## src/rtl/microsequencer_pkg.sv

```systemverilog
`default_nettype none
// ============================================================================
// Module      : microsequencer_pkg
// Description : Shared microinstruction field layout, MODE and COND_SEL
//               encodings for the sequencer, control unit and assembler.
// Revision    : 1.0 - initial release
// ============================================================================
package microsequencer_pkg;

  // Control-unit field positions inside Q_cu
  localparam int CR_ADDR_LSB = 22;
  localparam int MODE_LSB    = 19;
  localparam int MODE_W      = 3;
  localparam int CSEL_LSB    = 16;
  localparam int CSEL_W      = 3;
  localparam int INV_BIT     = 15;

  localparam logic [MODE_W-1:0] MD_DISPATCH  = 3'b000;
  localparam logic [MODE_W-1:0] MD_INC       = 3'b001;
  localparam logic [MODE_W-1:0] MD_JUMP      = 3'b010;
  localparam logic [MODE_W-1:0] MD_CBRANCH   = 3'b011;
  localparam logic [MODE_W-1:0] MD_CALL      = 3'b100;
  localparam logic [MODE_W-1:0] MD_RET       = 3'b101;
  localparam logic [MODE_W-1:0] MD_CDISPATCH = 3'b110;
  localparam logic [MODE_W-1:0] MD_WAIT      = 3'b111;

  localparam logic [CSEL_W-1:0] CS_TRUE  = 3'd0;
  localparam logic [CSEL_W-1:0] CS_MOC   = 3'd1;
  localparam logic [CSEL_W-1:0] CS_COND  = 3'd2;
  localparam logic [CSEL_W-1:0] CS_IR_L  = 3'd3;
  localparam logic [CSEL_W-1:0] CS_IR_U  = 3'd4;
  localparam logic [CSEL_W-1:0] CS_IR_S  = 3'd5;
  localparam logic [CSEL_W-1:0] CS_IR_I  = 3'd6;
  localparam logic [CSEL_W-1:0] CS_ALU_Z = 3'd7;

  localparam int FETCH_ADDR = 0;

  typedef enum logic [0:0] {
    ST_PRIME = 1'b0,
    ST_RUN   = 1'b1
  } seq_state_t;

endpackage
`default_nettype wire

```

## src/rtl/microsequencer_stack.sv

```systemverilog
`default_nettype none
// ============================================================================
// Module      : microsequencer_stack
// Description : Return-address LIFO for microsubroutine call/return.
// Revision    : 1.0 - initial release
// ============================================================================
module microsequencer_stack #(
  parameter int DEPTH = 4,
  parameter int AW    = 8
) (
  input  logic          CLK,
  input  logic          RESET_n,
  input  logic          push,
  input  logic          pop,
  input  logic [AW-1:0] din,
  output logic [AW-1:0] top,
  output logic          full,
  output logic          empty
);

  localparam int IW = $clog2(DEPTH);
  localparam int PW = IW + 1;
  localparam logic [PW-1:0] C_FULL_CNT = PW'(DEPTH);

  logic [AW-1:0] r_mem [DEPTH];
  logic [PW-1:0] r_ptr;
  logic [IW-1:0] w_top_idx;

  // r_ptr counts occupied entries; the top lives one slot below it
  assign w_top_idx = r_ptr[IW-1:0] - IW'(1);
  assign top       = r_mem[w_top_idx];
  assign full      = (r_ptr == C_FULL_CNT);
  assign empty     = (r_ptr == '0);

  always_ff @(posedge CLK or negedge RESET_n) begin
    if (!RESET_n) begin
      r_ptr <= '0;
      for (int i = 0; i < DEPTH; i++) r_mem[i] <= '0;
    end else if (push && !full) begin
      r_mem[r_ptr[IW-1:0]] <= din;
      r_ptr                <= r_ptr + PW'(1);
    end else if (pop && !empty) begin
      r_ptr <= r_ptr - PW'(1);
    end
  end

endmodule
`default_nettype wire

```

## src/rtl/microsequencer.sv

```systemverilog
`default_nettype none
// ============================================================================
// Module      : microsequencer
// Description : Next-address generator and control-register enable with a
//               microsubroutine return stack.
// Revision    : 1.0 - initial release
// ============================================================================
module microsequencer
  import microsequencer_pkg::*;
#(
  parameter int AW          = 8,
  parameter int CU_W        = 30,
  parameter int STACK_DEPTH = 4
) (
  input  logic            CLK,
  input  logic            RESET_n,
  input  logic [CU_W-1:0] Q_cu,
  input  logic [AW-1:0]   DISPATCH_ADDR,
  input  logic [6:0]      COND_IN,
  input  logic            STALL,
  output logic [AW-1:0]   STATE,
  output logic            CR_EN,
  output logic [AW-1:0]   CUR_ADDR,
  output logic            STACK_ERR
);

  seq_state_t         r_state;
  logic [AW-1:0]      r_cur_addr;
  logic               r_stack_err;

  logic [AW-1:0]      w_cr_addr;
  logic [MODE_W-1:0]  w_mode;
  logic [CSEL_W-1:0]  w_csel;
  logic               w_inv;
  logic [7:0]         w_sel;
  logic               w_cond;
  logic [AW-1:0]      w_inc;
  logic [AW-1:0]      w_next;
  logic               w_push;
  logic               w_pop;
  logic               w_err_evt;
  logic               w_en;
  logic [AW-1:0]      w_top;
  logic               w_full;
  logic               w_empty;
  logic               w_unused_bits;

  assign w_cr_addr     = Q_cu[CR_ADDR_LSB +: AW];
  assign w_mode        = Q_cu[MODE_LSB +: MODE_W];
  assign w_csel        = Q_cu[CSEL_LSB +: CSEL_W];
  assign w_inv         = Q_cu[INV_BIT];
  assign w_unused_bits = ^Q_cu[INV_BIT-1:0];

  assign w_sel  = {COND_IN, 1'b1};
  assign w_cond = w_sel[w_csel] ^ w_inv;
  assign w_inc  = r_cur_addr + AW'(1);
  assign w_en   = RESET_n & ~STALL;

  always_comb begin
    w_next    = w_inc;
    w_push    = 1'b0;
    w_pop     = 1'b0;
    w_err_evt = 1'b0;
    case (w_mode)
      MD_DISPATCH:  w_next = DISPATCH_ADDR;
      MD_INC:       w_next = w_inc;
      MD_JUMP:      w_next = w_cr_addr;
      MD_CBRANCH:   if (w_cond) w_next = w_cr_addr;
      MD_CALL: begin
        if (w_cond) begin
          w_next = w_cr_addr;
          if (w_full) w_err_evt = 1'b1;
          else        w_push    = 1'b1;
        end
      end
      MD_RET: begin
        if (w_empty) begin
          w_next    = AW'(FETCH_ADDR);
          w_err_evt = 1'b1;
        end else begin
          w_next = w_top;
          w_pop  = 1'b1;
        end
      end
      MD_CDISPATCH: if (w_cond) w_next = DISPATCH_ADDR;
      MD_WAIT:      if (!w_cond) w_next = r_cur_addr;
      default:      w_next = w_inc;
    endcase
    // The control register has no reset, so its contents are garbage in PRIME
    if (r_state == ST_PRIME) begin
      w_next    = AW'(FETCH_ADDR);
      w_push    = 1'b0;
      w_pop     = 1'b0;
      w_err_evt = 1'b0;
    end
  end

  microsequencer_stack #(
    .DEPTH (STACK_DEPTH),
    .AW    (AW)
  ) u_stack (
    .CLK     (CLK),
    .RESET_n (RESET_n),
    .push    (w_en & w_push),
    .pop     (w_en & w_pop),
    .din     (w_inc),
    .top     (w_top),
    .full    (w_full),
    .empty   (w_empty)
  );

  always_ff @(posedge CLK or negedge RESET_n) begin
    if (!RESET_n) begin
      r_state     <= ST_PRIME;
      r_cur_addr  <= '0;
      r_stack_err <= 1'b0;
    end else if (w_en) begin
      r_state    <= ST_RUN;
      r_cur_addr <= w_next;
      if (w_err_evt) r_stack_err <= 1'b1;
    end
  end

  assign STATE     = w_next;
  assign CR_EN     = w_en;
  assign CUR_ADDR  = r_cur_addr;
  assign STACK_ERR = r_stack_err;

endmodule
`default_nettype wire

```

## config.mk

```make
export PLATFORM = sky130hd
export DESIGN_NAME = microsequencer
export DESIGN_NICKNAME = d
export VERILOG_FILES = /design/src/rtl/microsequencer_pkg.sv /design/src/rtl/microsequencer_stack.sv /design/src/rtl/microsequencer.sv
export SDC_FILE = /design/constraint.sdc
export NUM_CORES = 1
export LEC_CHECK = 0
export CAP_MARGIN = 10
export CORE_ASPECT_RATIO = 1.4
export CORE_MARGIN = 2
export CORE_UTILIZATION = 25
export CTS_BUF_LIST = sky130_fd_sc_hd__clkbuf_4 sky130_fd_sc_hd__clkbuf_8
export CTS_CLUSTER_DIAMETER = 50
export DETAILED_ROUTE_END_ITERATION = 10
export GPL_ROUTABILITY_DRIVEN = 0
export PLACE_DENSITY = 0.44
export SYNTH_ARGS = -nofsm -noshare
export SYNTH_HDL_FRONTEND = slang
export SYNTH_SLANG_ARGS = --single-unit
```

## constraint.sdc

```tcl
create_clock -name CLK -period 3 [get_ports CLK]
set_clock_uncertainty 0.15 [all_clocks]
set_input_delay 0.6 -clock CLK [delete_from_list [all_inputs] [get_ports CLK]]
set_output_delay 0.6 -clock CLK [all_outputs]
set_load 0.02 [all_outputs]
```

==> metrics.cfg <==
[detailed_routing]
ant_nets=0
drcViolationCount=0
viasPerCell=4.968
drt-initial-drc-count=91
routed_wl_mm=10.27
detail_route.first_pass.iterations=4
vias=2921
wire_per_inst_um=17.47

[power_and_ir_drop]
p_leak_nw=2.101
p_int_mw=1.594
power.clock.fraction_pct=17.0
power_frac_seq_pct=31.5
comb_power_share_pct=51.5
p_per_area_mw_per_mm2=543.2
swShare_pct=37.86
peakVddDrop_v=0.0002197
power_mw=2.566
netSwitchingPower_mw=0.9713

[final_layout]
stdcell_count=588
drive_gt1_share_pct=44.67
nFillCells=1170
area_delta_synth_final_pct=56.64
multi_input_area_mm2=0.001982
nNetsFinal=494
final_area_mm2=0.004723
seq_area_mm2=0.001126
insertedDiodeCount=0
utilization_pct=39.96

[clocking]
clockBufferDepth=2
insertion_delay_ps=320
cts_buffers=5
cts.hold.buffers_added=0
clock-root-buffer=clkbuf_8
cts.sinks=45
cts_tree=done
clkTransAtPathRegs_ps=100
cts_max_level=2

[global_route]
grt_pass1_vias=3058
antenna_found_initial=0
grt_use_total_pct=15.92
global_route.overflow_total=0
grt_max_degree=46
grt_pass1_wl_mm=16.30

[floorplan]
die_w_um=96.82
die_h_um=133.9
io_pins=66
dieArea_mm2=0.01297
initial_core_util_pct=25.51
coreArea_mm2=0.01182
row_count=47

[flow_run]
cap_violations=0

[timing]
layout_setup_ws_ps=-236.1
fin_crit_ps=3236
setup_violations=8
fin_setup_tns_ps=-1171
max_freq_mhz=309.0
timing.final.crit_share_pct=107.9
whs_ps=283.3
slew_headroom_pct=59.27
rsz0062_at_grt=true
finalMaxSlewViolations=0
worst_pin_slew_ps=611.0
hold_violations=0

[yosys]
ys.flop_type=dfrtp_1
netlist_top_cells_area=dfrtp_1 37%, mux2_2 9.0%, mux4_2 6.0%
netlist_instances=307
synth.avg_cell_area_um2=9.822
syn-num-nets=361
seq_area_frac_synth_pct=37.34
ys.warnings.count=0
yosysTopAreaCellShare_pct=37.34
synth-async-reset-ratio_pct=100.0
netlist_area_mm2=0.003015
ys_types=49
synth_seq_cells=45
synth_edf_count=0
ys_top_cells_by_count=45 x dfrtp_1, 29 x o21ai_0, 24 x mux2_2, 23 x nand2_1, 21 x nor2_1
synth.most_common_cell=dfrtp_1
synth_area_leader_cell=dfrtp_1

[place]
dp_hpwl_mm=7.503
placed_cell_area_mm2=0.004230
dp.cells=564
pre_cts_slack_ps=-1212
io_buffers=50

[worst_setup_path]
cp_num_buf_inv=3
critical-path-slowest-cell=or4_4
end_kind=primary output
start_kind=primary input
crit_type=in2out
crit_cells=10
cp.required_ps=2250
worstPathArrival_ps=2490
critPathTopFamily=simple AND/OR/NAND/NOR gates
crit_chain=clkdlybuf4s15_1, mux2i_4, a211oi_4, nor3_2, buf_4, or4_4, a21oi_2, a211o_1, and3_4, buf_6
slowest_delay_ps=480
r2r_cells=8
crit_fanout=5

[worst_hold_path]
hp-class=in2async

[outcome]
violations=negative setup slack
outcome=finished with violations

-- power by group through the flow --
stage                     combinational (mW)  clock (mW)  sequential [mW]
after global routing                    1.43       0.476            0.827
after detailed placement                1.18           0            0.820
after CTS                               1.31       0.451            0.808
after floorplan                        0.596           0            0.863
after global placement                  1.18           0            0.814
final                                   1.32       0.437            0.808
-- sequential cells by signal (all words and copies together), names as in the netlist --
register       flops
u_stack.r_ptr      3
STACK_ERR          1
u_stack.r_mem     32
CUR_ADDR           8
r_state            1
-- cells by family (layout without fill, tap and decap cells) --
logic type      Yosys count  count (layout)  synth area share, %
flops                    45              45                37.34
mux                      44              44                18.92
simple gates             84              84                15.35
xor+xnor                 10              10                2.904
buf+inv                  35             168                5.560
fa+ha+maj                 6               6                2.739
compound gates           83              84                17.18
-- final cells by class --
class                      instances  share of cell area, %
clock buffer                       5                  1.457
clock inverter                     3                 0.6093
inverter                          16                  1.272
multi-input combinational        228                  41.96
sequential                        45                  23.84
tap                              147                  3.894
timing repair buffer             144                  26.97
-- layer usage --
metal	share of wire, %	vias to the layer above	GRT usage [%]	wire, µm
met2	51	68	27.82	5217
met4	3.1	0	7.042	323
met1	43	1444	19.25	4374
met3	3.5	19	2.606	355
li1	-	1390	-	-
met5	0	-	0	0
-- final timing paths --
path / startpoint / endpoint / slack [ps]
max reg2reg: r_state$_DFFE_PN0P_ / u_stack.r_ptr[2]$_DFFE_PN0P_ / 610
min in group CLK: STACK_ERR$_DFFE_PN0P_ / STACK_ERR$_DFFE_PN0P_ / 330
min: RESET_n / u_stack.r_ptr[1]$_DFFE_PN0P_ / 280
min reg2reg: STACK_ERR$_DFFE_PN0P_ / STACK_ERR$_DFFE_PN0P_ / 330
max in group asynchronous: RESET_n / u_stack.r_mem[0]$_DFFE_PN0P_ / 2000
max: COND_IN[3] / STATE[4] / -240
-- placed cells by master, fill, tap and decap left out, types with 3 or more instances in the layout --
master,instances
a21oi_2,6
clkdlybuf4s50_1,27
nor3_1,3
mux4_2,8
o21ai_0,29
xor2_1,5
dfrtp_1,45
o21ai_1,3
clkdlybuf4s15_1,3
nand3_1,5
clkbuf_2,3
a221oi_2,3
nand2b_1,5
mux2i_1,10
a211o_1,3
a21oi_1,11
nor3_2,3
nand2_1,23
o221ai_2,3
dlygate4sd2_1,3
nor2_1,21
buf_6,16
mux2_2,23
inv_1,16
o31ai_1,3
buf_12,4
buf_4,83
ha_1,4
nand4_2,3
clkbuf_8,5
xnor2_1,4
-- repair_timing --
action / in CTS / in global routing
buffers inserted: 12 / 2
gates resized for setup: 123 / 21
endpoints found under the setup margin: 10 / 8
gates cloned: 2 / 0
pin swaps: 34 / 15
Power figures use the tool's default switching activity.
